File: config.mk
export PLATFORM = sky130hd
export DESIGN_NAME = sfx_tone_sequencer_flat
export DESIGN_NICKNAME = d
export VERILOG_FILES = /design/src/rtl/sfx_tone_sequencer_if.sv /design/src/rtl/sfx_tone_sequencer.sv /design/src/flat_wrapper.sv
export SDC_FILE = /design/constraint.sdc
export NUM_CORES = 1
export LEC_CHECK = 0
export ABC_AREA = 1
export CAP_MARGIN = 0
export CORE_MARGIN = 4
export CORE_UTILIZATION = 27
export CTS_BUF_LIST = sky130_fd_sc_hd__clkbuf_4 sky130_fd_sc_hd__clkbuf_8
export DETAILED_ROUTE_END_ITERATION = 8
export GPL_TIMING_DRIVEN = 0
export PLACE_DENSITY_LB_ADDON = 0.1
export SYNTH_ARGS = -nofsm -noshare
export SYNTH_HDL_FRONTEND = slang
export SYNTH_SLANG_ARGS = --single-unit
File: constraint.sdc
create_clock -name CLOCK_50 -period 2.12 [get_ports CLOCK_50]
set_input_delay 0.424 -clock CLOCK_50 [delete_from_list [all_inputs] [get_ports CLOCK_50]]
set_output_delay 0.424 -clock CLOCK_50 [all_outputs]
set_load 0.005 [all_outputs]
File: src/rtl/sfx_tone_sequencer_if.sv
// Trigger/sample bundle between the game FSM (master) and the tone sequencer (slave).
// The master issues one-cycle trigger pulses and receives the sample and the status flags.
interface sfx_tone_sequencer_if #(
    parameter int DATA_W = 32
);
    logic                     trig_hit;
    logic                     trig_miss;
    logic signed [DATA_W-1:0] sample_out;
    logic                     busy;
    logic                     done;

    modport master (
        output trig_hit,
        output trig_miss,
        input  sample_out,
        input  busy,
        input  done
    );

    modport slave (
        input  trig_hit,
        input  trig_miss,
        output sample_out,
        output busy,
        output done
    );
endinterface

File: src/rtl/sfx_tone_sequencer.sv
// Sound-effect melody player: plays the HIT or MISS square-wave melody into the mixer sample.
// Optional feature macro SFX_DECAY_EN: stepwise amplitude decay during each note.
module sfx_tone_sequencer #(
    parameter int                       DATA_W      = 32,
    parameter logic signed [DATA_W-1:0] AMPLITUDE   = 32'sd10000000,
    parameter int                       NOTE_TICKS  = 5000000,
    parameter int                       GAP_TICKS   = 500000,
    parameter int                       DECAY_SHIFT = 4,
    // Divides every ROM half-period by 2**HALF_SHIFT; 0 keeps the real pitches.
    parameter int                       HALF_SHIFT  = 0
) (
    input  logic                  CLOCK_50,
    input  logic                  resetn,
    sfx_tone_sequencer_if.slave   bus
);

    localparam int DUR_W = (NOTE_TICKS > 1) ? $clog2(NOTE_TICKS) : 1;
    localparam int GAP_W = (GAP_TICKS > 1) ? $clog2(GAP_TICKS) : 1;
    localparam int PH_W  = 19;

    typedef enum logic [1:0] {
        ST_IDLE = 2'd0,
        ST_PLAY = 2'd1,
        ST_GAP  = 2'd2
    } state_t;

    state_t                   r_state;
    logic                     r_seq;      // 0 = HIT, 1 = MISS
    logic [1:0]               r_idx;
    logic [PH_W-1:0]          r_phase;
    logic [DUR_W-1:0]         r_dur;
    logic [GAP_W-1:0]         r_gap;
    logic                     r_pol;      // 1 = positive half
    logic                     r_busy;
    logic                     r_done;
    logic signed [DATA_W-1:0] r_sample_p1;

    logic                     w_trig;
    logic                     w_last;
    logic                     w_gap_end;
    logic                     w_play_entry;
    logic [PH_W-1:0]          w_half;
    logic signed [DATA_W-1:0] w_amp;

    function automatic logic [PH_W-1:0] note_half(input logic seq, input logic [1:0] idx);
        logic [PH_W-1:0] h;
        case ({seq, idx})
            3'b000:  h = 19'd47801;
            3'b001:  h = 19'd37936;
            3'b010:  h = 19'd31888;
            3'b100:  h = 19'd63776;
            3'b101:  h = 19'd95554;
            default: h = 19'd47801;
        endcase
        return h >> HALF_SHIFT;
    endfunction

    // Two's complement negation kept at the sample width, no wider intermediate.
    function automatic logic signed [DATA_W-1:0] neg_amp(input logic signed [DATA_W-1:0] a);
        return ~a + DATA_W'(1);
    endfunction

    assign w_trig       = bus.trig_hit | bus.trig_miss;
    assign w_half       = note_half(r_seq, r_idx);
    assign w_last       = (r_idx == (r_seq ? 2'd1 : 2'd2));
    assign w_gap_end    = (r_state == ST_GAP) && (r_gap == GAP_W'(GAP_TICKS - 1));
    assign w_play_entry = w_trig | (w_gap_end & ~w_last);

    always_ff @(posedge CLOCK_50 or negedge resetn) begin
        if (!resetn) begin
            r_state <= ST_IDLE;
            r_seq   <= 1'b0;
            r_idx   <= '0;
            r_phase <= '0;
            r_dur   <= '0;
            r_gap   <= '0;
            r_pol   <= 1'b1;
            r_busy  <= 1'b0;
            r_done  <= 1'b0;
        end else begin
            r_done <= 1'b0;
            if (w_trig) begin
                // Retrigger from any state; HIT has priority over MISS.
                r_state <= ST_PLAY;
                r_seq   <= ~bus.trig_hit;
                r_idx   <= '0;
                r_phase <= '0;
                r_dur   <= '0;
                r_gap   <= '0;
                r_pol   <= 1'b1;
                r_busy  <= 1'b1;
            end else begin
                case (r_state)
                    ST_PLAY: begin
                        if (r_phase == w_half - 19'd1) begin
                            r_phase <= '0;
                            r_pol   <= ~r_pol;
                        end else begin
                            r_phase <= r_phase + PH_W'(1);
                        end
                        if (r_dur == DUR_W'(NOTE_TICKS - 1)) begin
                            r_state <= ST_GAP;
                            r_dur   <= '0;
                            r_gap   <= '0;
                        end else begin
                            r_dur <= r_dur + DUR_W'(1);
                        end
                    end
                    ST_GAP: begin
                        if (w_gap_end) begin
                            r_gap <= '0;
                            if (w_last) begin
                                r_state <= ST_IDLE;
                                r_busy  <= 1'b0;
                                r_done  <= 1'b1;
                            end else begin
                                r_state <= ST_PLAY;
                                r_idx   <= r_idx + 2'd1;
                                r_phase <= '0;
                                r_dur   <= '0;
                                r_pol   <= 1'b1;
                            end
                        end else begin
                            r_gap <= r_gap + GAP_W'(1);
                        end
                    end
                    default: begin
                        r_busy <= 1'b0;
                    end
                endcase
            end
        end
    end

`ifdef SFX_DECAY_EN
    localparam logic signed [DATA_W-1:0] DECAY_STEP = AMPLITUDE >>> DECAY_SHIFT;

    logic [15:0]              r_presc;
    logic signed [DATA_W-1:0] r_amp;

    function automatic logic signed [DATA_W-1:0] sat_sub(input logic signed [DATA_W-1:0] a,
                                                         input logic signed [DATA_W-1:0] b);
        return (a > b) ? (a - b) : '0;
    endfunction

    always_ff @(posedge CLOCK_50 or negedge resetn) begin
        if (!resetn) begin
            r_presc <= '0;
            r_amp   <= AMPLITUDE;
        end else if (w_play_entry) begin
            r_presc <= '0;
            r_amp   <= AMPLITUDE;
        end else if (r_state == ST_PLAY) begin
            r_presc <= r_presc + 16'd1;
            if (r_presc == 16'hFFFF) begin
                r_amp <= sat_sub(r_amp, DECAY_STEP);
            end
        end
    end

    assign w_amp = r_amp;
`else
    assign w_amp = AMPLITUDE;
`endif

    // Stage p1: sample registered from the current state and polarity.
    always_ff @(posedge CLOCK_50 or negedge resetn) begin
        if (!resetn) begin
            r_sample_p1 <= '0;
        end else if (r_state == ST_PLAY) begin
            r_sample_p1 <= r_pol ? w_amp : neg_amp(w_amp);
        end else begin
            r_sample_p1 <= '0;
        end
    end

    assign bus.sample_out = r_sample_p1;
    assign bus.busy       = r_busy;
    assign bus.done       = r_done;

endmodule
File: src/flat_wrapper.sv
// flat-port wrapper written by rule: the top's interface ports become plain ports
module sfx_tone_sequencer_flat 
#(
    parameter int                       DATA_W      = 32,
    parameter logic signed [DATA_W-1:0] AMPLITUDE   = 32'sd10000000,
    parameter int                       NOTE_TICKS  = 5000000,
    parameter int                       GAP_TICKS   = 500000,
    parameter int                       DECAY_SHIFT = 4,
                                                                                
    parameter int                       HALF_SHIFT  = 0
)
  (CLOCK_50, resetn, bus_trig_hit, bus_trig_miss, bus_sample_out, bus_busy, bus_done);
  sfx_tone_sequencer_if #(.DATA_W(DATA_W)) bus_i ();
  input  logic CLOCK_50;
  input  logic resetn;
  input wire logic [$bits(bus_i.trig_hit)-1:0] bus_trig_hit;
  input wire logic [$bits(bus_i.trig_miss)-1:0] bus_trig_miss;
  output wire logic [$bits(bus_i.sample_out)-1:0] bus_sample_out;
  output wire logic [$bits(bus_i.busy)-1:0] bus_busy;
  output wire logic [$bits(bus_i.done)-1:0] bus_done;
  assign bus_i.trig_hit = bus_trig_hit;
  assign bus_i.trig_miss = bus_trig_miss;
  assign bus_sample_out = bus_i.sample_out;
  assign bus_busy = bus_i.busy;
  assign bus_done = bus_i.done;
  sfx_tone_sequencer #(.DATA_W(DATA_W), .AMPLITUDE(AMPLITUDE), .NOTE_TICKS(NOTE_TICKS), .GAP_TICKS(GAP_TICKS), .DECAY_SHIFT(DECAY_SHIFT), .HALF_SHIFT(HALF_SHIFT)) u_core (.CLOCK_50(CLOCK_50), .resetn(resetn), .bus(bus_i));
endmodule
==> reports/metrics.yaml <==
status: "completed"
critical_path_class: "flip-flop to flip-flop"
first_iter_violations: 364
worstMarginPinSlew_ns: 0.626
ys_warn_count: 0
fin_crit_ns: 2.09
cts_root_buffer: "clkbuf_8"
die_h_um: 150
peakVddDrop_mv: 0.327
whs_ns: 0.490
critPathCaptureType: "flip-flop"
hold_path_class: "flip-flop to flip-flop"
synth-seq-cells: 72
die_x_um: 150
grt_first_pass_wirelength_um: 26400
clk_pin_slew_worst_paths_ns: 0.09
gp_congestion: 0.842
synth-seq-area-share: 0.332
fp.coreArea_um2: 19700
syn_avg_cell_area_um2: 7.00
placement_rows: 51
grt.overflow.total: 0
synthTopCellsByArea: "dfrtp_1 33%, nand2_1 14%, nand3_1 6.5%"
min_from: "u_core.bus.busy$_DFFE_PN0P_"
synth_top_area_share: 0.327
final_area_um2: 6710
layout_setup_ws_ns: 0.0313
drv_slew: 0
p_per_area_nw_per_um2: 681
portBuffers: 30
rsz0062_at_grt: "yes"
ctsLongestPathBuffers: 2
clkLatencyLatePin_ns: 0.38
cts_buffers: 9
path_max_fanout: 5
wl_per_cell_um: 14.7
crit_start: "u_core.r_idx[0]$_DFFE_PN0P_"
synth_area_um2: 5430
htree_levels: 3
wl_um: 16400
synth_flop_cell: "dfrtp_1"
route.detailed.drc: 0
die-area_um2: 22500
final_cells: 1119
cp-start-kind: "flip-flop"
cts_tree: "done"
ant_nets: 0
yosys.cell_types.count: 37
syn_inst: 776
grt_antenna_before_repair: 0
fmax_mhz: 479
finalPower_uw: 4570
grtUsageTotal: 0.149
dp_hpwl_um: 12100
ios: 38
antennaDiodeCount: 0
finClkSkew_ns: 0.0168
leakage_uw: 0.00284
grt_pass1_vias: 4858
critPathRequiredTime_ns: 2.37
grt_start_max_net_pins: 50
max_cap_violations: 0
min_period_over_period: 0.985
setup_violations: 0
start_util: 0.276
firstDrtPassIters: 5
timing.rr.start: "u_core.r_idx[0]$_DFFE_PN0P_"
synthTopCellsByCount: "196 x nand2_1, 90 x inv_1, 73 x nor2_1, 71 x dfrtp_1, 71 x nand3_1"
yosysMostFrequentCell: "nand2_1"
hold_viol: 0
cp.arrival_ns: 2.34
viasPerCell: 4.60
cts_sinks: 72
async_flop_share: 1.00
synth_enable_flop_cells: 0
post_dp_cell_area_um2: 6110
dp.cells: 1078
vias: 5152
syn_to_final_growth_pct: 23.6
relSlewSlack: 0.583
synth_area_leader_cell: "dfrtp_1"
fin_nets: 862
drive_above_1_share: 0.177
place_ws_ns: -0.482
per-layer routing:
metal | wire, µm | up-vias | track usage
met5 | 0 | - | 0
met4 | 214 | 0 | 0.0380
met3 | 850 | 18 | 0.0330
met2 | 7350 | 117 | 0.236
met1 | 8030 | 2377 | 0.206
li1 | - | 2640 | -
path summary, 6_finish.rpt:
check / endpoint / slack [ns] / cells after the start
max in group asynchronous: u_core.r_pol$_DFFE_PN1P_ / 1.00 / 3
worst min-delay path: u_core.bus.busy$_DFFE_PN0P_ / 0.49 / 2
worst min register to register: u_core.bus.busy$_DFFE_PN0P_ / 0.49 / 2
worst max-delay path: u_core.r_phase[4]$_DFFE_PN0P_ / 0.03 / 15
worst max register to register: u_core.r_phase[4]$_DFFE_PN0P_ / 0.03 / 15
min in group asynchronous: u_core.r_dur[8]$_DFFE_PN0P_ / 0.51 / 2
worst max-delay path, stage by stage, from the launching register on:
cell	delay, ns
dfrtp_1	0.42
buf_6	0.14
ha_4	0.19
inv_8	0.08
nor2_4	0.04
nor2_2	0.14
nand2_2	0.10
nand2_2	0.08
nand2_1	0.05
inv_1	0.04
nand2_1	0.05
nor2_2	0.14
nand3_2	0.14
nand2_4	0.15
clkbuf_16	0.16
o22ai_2	0.05
per-stage QoR:
step,util,TNS [ns]
floorplan,-,0
global placement,0.310,-192.03
detailed placement,0.311,-25.31
CTS,0.330,0
global route,0.342,-0.670
finish,0.342,0
report_power, final:
part,internal [µW],switching [µW]
logic,1010,916
registers,1470,127
clock network,422,616
total,2910,1660
logic make-up (layout without fill, tap and decap cells):
kind of cell | count (synthesis) | after routing | synth area share
fa+ha+maj | 9 | 9 | 0.0207
buf+inv | 144 | 216 | 0.131
xor+xnor | 35 | 35 | 0.0564
simple gates | 442 | 442 | 0.375
flops | 72 | 72 | 0.332
other cells | 1 | 7 | 0.000690
compound gates | 73 | 73 | 0.0838
what timing repair did:
| action | CTS | global route |
|---|---|---|
| gates cloned | 0 | 1 |
| hold buffers | 1 | 0 |
| setup buffers | 10 | 13 |
| hold endpoints to repair | 23 | 0 |
| setup endpoints to repair | 78 | 52 |
| pin swaps | 4 | 8 |
| gates resized for setup | 20 | 32 |
registers in the layout, indices dropped and copies added, names as in the netlist, 2 cells and up:
name                   flops
u_core.r_state             2
u_core.bus.sample_out      3
u_core.r_idx               2
u_core.r_gap              19
u_core.r_phase            19
u_core.r_dur              23
cell type report:
| type | instances | area [µm²] |
|---|---|---|
| fill | 2200 | 12900 |
| multi-input combinational | 566 | 3090 |
| sequential | 72 | 1810 |
| timing repair buffer | 56 | 566 |
| buffer | 50 | 385 |
| inverter | 94 | 364 |
| tap | 265 | 332 |
| clock buffer | 9 | 124 |
| clock inverter | 7 | 48.8 |
placed cells by master (no fill, tap or decap), drive strengths merged, types with 2 or more instances in the layout:
master,synthesis,final
nand3b,2,2
inv,94,93
a21oi,11,11
clkdlybuf4s50,0,29
o22ai,11,11
clkinvlp,0,5
nor4,6,6
xnor2,2,2
nor3b,5,5
xor2,33,33
buf,45,69
nand4,35,35
ha,9,9
o21ai,47,47
nor3,31,31
nand3,73,73
clkinv,0,3
or2,2,2
o21a,3,3
nor2,83,83
clkbuf,5,16
dfrtp,71,71
nand2,204,204
conb,1,7
No activity file was read; power rests on OpenSTA's default activity.
